[config.mk]
export PLATFORM = sky130hd
export DESIGN_NAME = prince_rand_gen_flat
export DESIGN_NICKNAME = d
export VERILOG_FILES = /design/src/rtl/prince_rand_gen_if.sv /design/src/rtl/prince_rand_gen.sv /design/src/flat_wrapper.sv
export SDC_FILE = /design/constraint.sdc
export NUM_CORES = 1
export LEC_CHECK = 0
export CORE_UTILIZATION = 38
export CTS_BUF_LIST = sky130_fd_sc_hd__clkbuf_4 sky130_fd_sc_hd__clkbuf_8
export CTS_CLUSTER_DIAMETER = 100
export DETAILED_ROUTE_END_ITERATION = 10
export GPL_TIMING_DRIVEN = 0
export PLACE_DENSITY = 0.65
export SYNTH_ARGS = -nofsm -noshare
export SYNTH_HDL_FRONTEND = slang
export SYNTH_SLANG_ARGS = --single-unit
[constraint.sdc]
create_clock -name clk -period 2.2 [get_ports clk]
set_clock_uncertainty 0.15 [all_clocks]
set_input_delay 0.22 -clock clk [delete_from_list [all_inputs] [get_ports clk]]
set_output_delay 0.22 -clock clk [all_outputs]
set_load 0.005 [all_outputs]
[src/rtl/prince_rand_gen_if.sv]
// rtl/prince_rand_gen_if.sv - seed/step/randomness bundle for prince_rand_gen
interface prince_rand_gen_if #(
  parameter int NBYTES = 27
);
  logic [7:0]          seed_in;
  logic                seed_valid;
  logic                seed_ready;
  logic                reseed;
  logic                en;
  logic [8*NBYTES-1:0] r;
  logic                r_valid;

  // Cipher / seeding side: supplies seed bytes and step requests, consumes r
  modport master (
    output seed_in, seed_valid, reseed, en,
    input  seed_ready, r, r_valid
  );

  // Generator side
  modport slave (
    input  seed_in, seed_valid, reseed, en,
    output seed_ready, r, r_valid
  );
endinterface

[src/rtl/prince_rand_gen.sv]
// rtl/prince_rand_gen.sv - serially seeded byte-wise LFSR randomness source
module prince_rand_gen #(
  parameter int NBYTES = 27,
  parameter int TAP1   = 3,
  parameter int TAP2   = 12
) (
  input logic             clk,
  input logic             rst,
  prince_rand_gen_if.slave rif
);

  localparam int W  = 8 * NBYTES;
  localparam int CW = $clog2(NBYTES);

  localparam logic [0:0] ST_LOAD = 1'b0;
  localparam logic [0:0] ST_RUN  = 1'b1;

  localparam logic [CW-1:0] CNT_LAST = CW'(NBYTES - 1);

  logic [0:0]    state_q;
  logic [W-1:0]  s_q;
  logic [CW-1:0] cnt_q;

  logic          accept;
  logic          last_byte;
  logic [W-1:0]  load_shift;
  logic [7:0]    fb;
  logic [W-1:0]  step_shift;

  // Handshake and next-value helpers; the state register itself is r
  always_comb begin
    rif.seed_ready = (state_q == ST_LOAD) & ~rst;
    rif.r_valid    = (state_q == ST_RUN);
    rif.r          = s_q;
    accept         = rif.seed_valid & rif.seed_ready;
    last_byte      = (cnt_q == CNT_LAST);
    load_shift     = {rif.seed_in, s_q[W-1:8]};
    fb             = s_q[7:0] ^ s_q[8*TAP1 +: 8] ^ s_q[8*TAP2 +: 8] ^ s_q[W-8 +: 8];
    step_shift     = {fb, s_q[W-1:8]};
  end

  // Load/run sequencing: serial seed shift-in, then invertible LFSR stepping
  always_ff @(posedge clk) begin
    if (rst) begin
      state_q <= ST_LOAD;
      s_q     <= '0;
      cnt_q   <= '0;
    end else begin
      case (state_q)
        ST_LOAD: begin
          if (rif.reseed) begin
            cnt_q <= '0;
          end else if (accept) begin
            if (last_byte) begin
              state_q <= ST_RUN;
              cnt_q   <= '0;
              // an all-zero state is a fixed point of the LFSR, so never enter RUN with it
              s_q     <= (load_shift == '0) ? W'(1) : load_shift;
            end else begin
              s_q   <= load_shift;
              cnt_q <= cnt_q + 1'b1;
            end
          end
        end
        ST_RUN: begin
          if (rif.reseed) begin
            state_q <= ST_LOAD;
            cnt_q   <= '0;
          end else if (rif.en) begin
            s_q <= step_shift;
          end
        end
        default: begin
          state_q <= ST_LOAD;
          cnt_q   <= '0;
        end
      endcase
    end
  end

endmodule

[src/flat_wrapper.sv]
// flat-port wrapper written by rule: the top's interface ports become plain ports
module prince_rand_gen_flat 
#(
  parameter int NBYTES = 27,
  parameter int TAP1   = 3,
  parameter int TAP2   = 12
)
  (clk, rst, rif_seed_in, rif_seed_valid, rif_reseed, rif_en, rif_seed_ready, rif_r, rif_r_valid);
  prince_rand_gen_if #(.NBYTES(NBYTES)) rif_i ();
  input logic clk;
  input logic rst;
  input wire logic [$bits(rif_i.seed_in)-1:0] rif_seed_in;
  input wire logic [$bits(rif_i.seed_valid)-1:0] rif_seed_valid;
  input wire logic [$bits(rif_i.reseed)-1:0] rif_reseed;
  input wire logic [$bits(rif_i.en)-1:0] rif_en;
  output wire logic [$bits(rif_i.seed_ready)-1:0] rif_seed_ready;
  output wire logic [$bits(rif_i.r)-1:0] rif_r;
  output wire logic [$bits(rif_i.r_valid)-1:0] rif_r_valid;
  assign rif_i.seed_in = rif_seed_in;
  assign rif_i.seed_valid = rif_seed_valid;
  assign rif_i.reseed = rif_reseed;
  assign rif_i.en = rif_en;
  assign rif_seed_ready = rif_i.seed_ready;
  assign rif_r = rif_i.r;
  assign rif_r_valid = rif_i.r_valid;
  prince_rand_gen #(.NBYTES(NBYTES), .TAP1(TAP1), .TAP2(TAP2)) u_core (.clk(clk), .rst(rst), .rif(rif_i));
endmodule
After elaboration in Yosys (flattened, before gate mapping)

Cells that the tools add are included.

Register bits: 222
Latch bits: 0
Memory bits (writable): 0
Bits in read-only memories: 0
Output and inout port bits: 218
Memories: 0

Add/subtract/negate cells: 1
Multiply operators: 0
Div/mod/pow operators: 0
Order comparisons: 0
Eq/ne operators: 7
Shift-type cells: 0
Muxes and demuxes: 17
Bitwise operators: 7
Reduce and logical (&&, ||, !) cells: 3

Operator list:

| kind                                                             | count |
|---|---|
| 216-bit two-way mux                                              | 6 |
| 216-bit one-hot mux with 2 select lines                          | 1 |
| 216-bit logical NOT                                              | 1 |
| 8-bit XOR                                                        | 3 |
| 5-bit two-way mux                                                | 4 |
| 5-bit one-hot mux with 2 select lines                            | 1 |
| 2-bit != test (second input constant)                            | 4 |
| 5-bit by 1-bit adder with 5-bit output (second input constant)   | 1 |
| 5-bit equality test (second input constant)                      | 1 |
| 1-bit two-way mux                                                | 4 |
| 4-bit AND reduction                                              | 1 |
| 3-bit by 2-bit != test with 1-bit output (second input constant) | 1 |
| 1-bit AND                                                        | 2 |
| 2-bit by 1-bit != test with 1-bit output (second input constant) | 1 |
| 1-bit inverter                                                   | 2 |
| 1-bit one-hot mux with 2 select lines                            | 1 |
| 2-bit AND reduction                                              | 1 |

Depth between registers and ports, before layout

Depth in word-level cells: 6
Mapped depth: 8
Gate-level depth less buffers: 7

Least setup slack after synthesis

OpenSTA, ideal clock, no wires.

Path type: flip-flop to flip-flop
From: register u_core.cnt_q[0]
To: register u_core.cnt_q[3]
Arrival time: 1.773 ns
Data required time: 1.959 ns
Setup slack: 0.186 ns
Stages on the path, launching flop included: 8
Period minus slack after synthesis: 2.014 ns
Cell sequence: dfxtp_1 > inv_1 > ha_1 > and4b_1 > or3_4 > nor3b_4 > a41oi_1 > a311oi_1

Word-level cells in the longest chain between the ends: 5
Elaborated cells on any way between the ends: 6
Classes of those cells: add/sub (1); eq/ne (1); mux (4)

Ends and longest elaborated chain:

| what                                                                                 | line                                         | text |
|---|---|---|
| start, declared                                                                      | prince_rand_gen.sv:22                        | `logic [CW-1:0] cnt_q;` |
| start signal, assigned                                                               | prince_rand_gen.sv:61                        | `cnt_q <= cnt_q + 1'b1;` |
| 5-bit by 1-bit adder with 5-bit output / 5-bit equality test (equally long branches) | prince_rand_gen.sv:61, prince_rand_gen.sv:36 |  |
| 5-bit two-way mux (*)                                                                | prince_rand_gen.sv:54                        | `if (last_byte) begin` |
| 5-bit two-way mux (*)                                                                | prince_rand_gen.sv:53                        | `end else if (accept) begin` |
| 5-bit two-way mux (*)                                                                | prince_rand_gen.sv:51                        | `if (rif.reseed) begin` |
| 5-bit one-hot mux with 2 select lines (*)                                            | prince_rand_gen.sv:49                        | `case (state_q)` |

Mark *: on every way between the ends. The rest lies on a longest branch, timed or not. The select of a mux whose other input is x is not followed.
A chain may end at the register's enable or synchronous reset.

Worst setup path in the final report

Ends and elaborated chain as after synthesis.

==> reports/metrics.csv <==
stage;metric;value;unit
synth;Yosys warnings;0;
finish;final instance count without filler cells;1663;
finish;net count of the finished layout;1369;
setup_path;R2R setup slack;60;ps
finish;final core utilization;55.27;%
grt;number of antenna violations at the first check in global routing;1;
routing;drt drc;0;
finish;area overhead of the layout relative to synthesis;42.45;%
sta;final-report setup violation count;0;
placement;Port-buffer cells;229;
sta;share of the clock period used by the worst path after layout;97.29;%
die;starting density of the core;38.80;%
power_and_ir_drop;Pwr per Cell Area;700.3;nW/um^2
finish;share of cells above drive strength 1;9.255;%
power_and_ir_drop;worst ir drop on vdd;0.0003277;V
die;die area;22890;um^2
routing;violation count after the first detailed-route iteration;468;
grt;GRT overflow;0;
setup_path;Crit Path Category;flop to flop;
placement;minimum setup slack after placement;-433.9;ps
grt;global-route wire length before repair;43690;um
synth;syn avg cell area;7.805;um^2
cts;Clock Path Buffers;3;
setup_path;length in cells of the worst reg-to-reg path;7;
synth;predominant post-synthesis flop cell;sky130_fd_sc_hd__dfxtp_1;
setup_path;signal arrival time at the worst endpoint;2410;ps
cts;Root Driver;sky130_fd_sc_hd__clkbuf_8;
grt;largest net degree at the start of global routing;20;
synth;number of enable flip-flop cells after synthesis;0;
grt;number of global-route vias before repair;7942;
sta;worst slew slack as a fraction of its limit;63.85;%
sta;unrepaired setup endpoints after global routing;true;
synth;number of standard cells after synthesis;1085;
cts;CTS tree;yes;
power_and_ir_drop;Internal Pwr Total;6.554;mW
synth;register area share after synthesis;52.48;%
min_path;startpoint of the worst hold path;rst;
sta;final hold vios;0;
power_and_ir_drop;Flop pwr share;47.8;%
placement;placer congestion estimate;0.8561;
routing;TritonRoute pass-1 iters;6;
cts;hold-fix buffers at CTS;0;
die;standard-cell row count;54;
job;max-cap violations;0;
sta;fmax;467.2;MHz
cts;latest clock arrival within the worst-skew pair;520;ps
setup_path;beginning of the worst register-to-register path;u_core.cnt_q[0];
routing;average wire length per cell after detail routing;17.36;um
power_and_ir_drop;share of power burned in combinational logic;3.7;%
die;count of boundary I/O pins;231;
synth;synthesized area;8468;um^2
synth;post-synthesis register bit count;222;
die;floorplan die height;151.3;um
power_and_ir_drop;switching power total;1.894;mW
routing;post-route ant nets;0;
setup_path;element type at the critical path end;flop;
cts;clock net sink count;222;
sta;transition time at the pin with the least slew margin;542.2;ps
cts;clock slew at reported path FFs;60;ps
power_and_ir_drop;switching fraction of total power;22.41;%
sta;crit path setup slack, layout;59.64;ps
synth;share of synthesized flip-flops with an asynchronous set or reset;0;%
finish;Ant. Diodes;0;
grt;total routing resource utilization after global routing;24.71;%
sta;count of final max-slew check failures;0;
min_path;path class of the lowest-slack min-delay path;primary input to flop;
cts;total number of H-tree levels;2;
placement;detailed placement HPWL;20820;um
routing;wire length after detailed routing;28870;um
outcome;run status;finished, final reports clean;
power_and_ir_drop;total design power;8.448;mW
setup_path;critical-path maximum fanout;5;
setup_path;Worst R2R End;u_core.cnt_q[3];
min_path;Hold Path Cell Cnt;4;
placement;placed insts;1594;
die;area of the core;21820;um^2
min_path;Hold Crit Endpoint;u_core.cnt_q[4];
synth;net count of the mapped netlist;1100;
setup_path;worst endpoint required time;2470;ps
setup_path;crit path launch type;flop;
routing;routed vias;8499;
die;die width;151.3;um
sta;shortest clock period the worst path allows after layout;2140;ps
power_and_ir_drop;clock group share of total power;48.5;%
power_and_ir_drop;Static Leakage;3.983;nW
routing;vias per inst;5.111;
cts;cts bufs inserted;39;
synth;number of different library cells in the post-synthesis netlist;28;
metal layers:
layer | vias up | track usage (%) | part of all wire (%)
li1 | 4186 | - | -
met1 | 3971 | 32.14 | 44
met2 | 299 | 40.46 | 47
met3 | 43 | 5.934 | 7.2
met4 | 0 | 7.100 | 1.6
met5 | - | 0 | 0
power by group through the flow:
stage          sequential (mW)  clock (mW)  combinational (mW)
2_1_floorplan             4.13           0               0.190
3_3_place_gp              4.13           0               0.305
3_5_place_dp              4.13           0               0.304
4_1_cts                   4.04        4.16               0.308
5_1_grt                   4.04        4.37               0.339
6_report                  4.04        4.09               0.311
worst max-delay path by stage:
stage                                   end  slack, ps          startpoint  depth (start not counted)
after floorplan             u_core.cnt_q[3]        190     u_core.cnt_q[0]                          7
after global placement    u_core.rif.r[107]       -390      rif_seed_valid                          8
after detailed placement  u_core.rif.r[107]       -430      rif_seed_valid                          8
after CTS                 u_core.rif.r[149]         -7  u_core.rif.r_valid                          7
after global routing        u_core.cnt_q[3]        -80     u_core.cnt_q[0]                          7
final                       u_core.cnt_q[3]         60     u_core.cnt_q[0]                          7
kinds of logic after synthesis:
kind of cell	Yosys count	share of synthesized area (%)
compound gates	234	14.33
xor+xnor	24	2.482
fa+ha+maj	2	0.2955
buf+inv	77	4.403
flops	222	52.48
mux	1	0.1182
simple gates	525	25.89
critical path, stage by stage (launching register included):
cell,delay (ps)
sky130_fd_sc_hd__dfxtp_4,380
sky130_fd_sc_hd__inv_1,50
sky130_fd_sc_hd__ha_1,180
sky130_fd_sc_hd__and4b_1,220
sky130_fd_sc_hd__or3_4,370
sky130_fd_sc_hd__nor3b_4,310
sky130_fd_sc_hd__a41oi_2,170
sky130_fd_sc_hd__a311oi_2,220
state kept, by name, indices dropped and copies added, names as in the netlist:
signal              count
u_core.rif.r_valid      1
u_core.cnt_q            5
u_core.rif.r          216
synth_stat cells (all sizes together) (2+ instances only):
master	instances	area, um^2
nor4	56	350.3
xnor2	24	210.2
nor2	23	86.33
dfxtp	222	4444
a211oi	9	67.56
clkbuf	34	127.6
a21oi	218	1091
nand4	13	81.33
nand2	419	1573
nand3	4	20.02
a311oi	2	17.52
buf	41	237.7
inv	2	7.510
ha	2	25.02
a41oi	2	17.52
nor3	4	20.02
through the flow:
| step | setup TNS [ps] | area, um^2 | hold slack (ps) |
|---|---|---|---|
| 2_1_floorplan | 0 | 8468 | 149.3 |
| 3_3_place_gp | -57320 | 11110 | 314.6 |
| 3_5_place_dp | -60980 | 11110 | 321.1 |
| 4_1_cts | -17.43 | 12000 | 54.42 |
| 5_1_grt | -168.7 | 12060 | 131.6 |
| 6_report | 0 | 12060 | 97.51 |
layout by cell type, fill, tap and decap left out, drive strengths merged:
master,Yosys,final
bufinv,0,2
clkinv,0,8
nor2,23,23
clkbuf,34,95
mux2i,1,1
nor4,56,56
a41oi,2,2
ha,2,2
a22oi,1,1
buf,41,39
nor3b,1,1
a211oi,9,9
clkdlybuf4s50,0,229
or3b,1,1
a311oi,2,2
dfxtp,222,222
a21o,1,1
nor2b,1,1
o21ai,1,1
or3,1,1
a21oi,218,218
xnor2,24,24
nand4,13,13
nor3,4,4
nand2,419,419
nand2b,1,1
inv,2,2
and4b,1,1
nand3,4,4
repair_timing:
item,in CTS,in global routing
hold endpoints to repair,0,0
buffers inserted,1,0
cloned,0,0
endpoints found under the setup margin,45,69
resized for setup,8,19
pin swaps,1,3
area by class of cell:
| cell class | instances | area, um^2 |
|---|---|---|
| clock inverter | 10 | 100.1 |
| timing repair buffer | 230 | 2300 |
| sequential | 222 | 4448 |
| multi-input combinational | 786 | 3720 |
| fill | 2065 | 9761 |
| tap | 280 | 350.3 |
| inverter | 2 | 7.507 |
| buffer | 73 | 380.4 |
| clock buffer | 60 | 757.0 |
(Power assumes the default switching activity.)
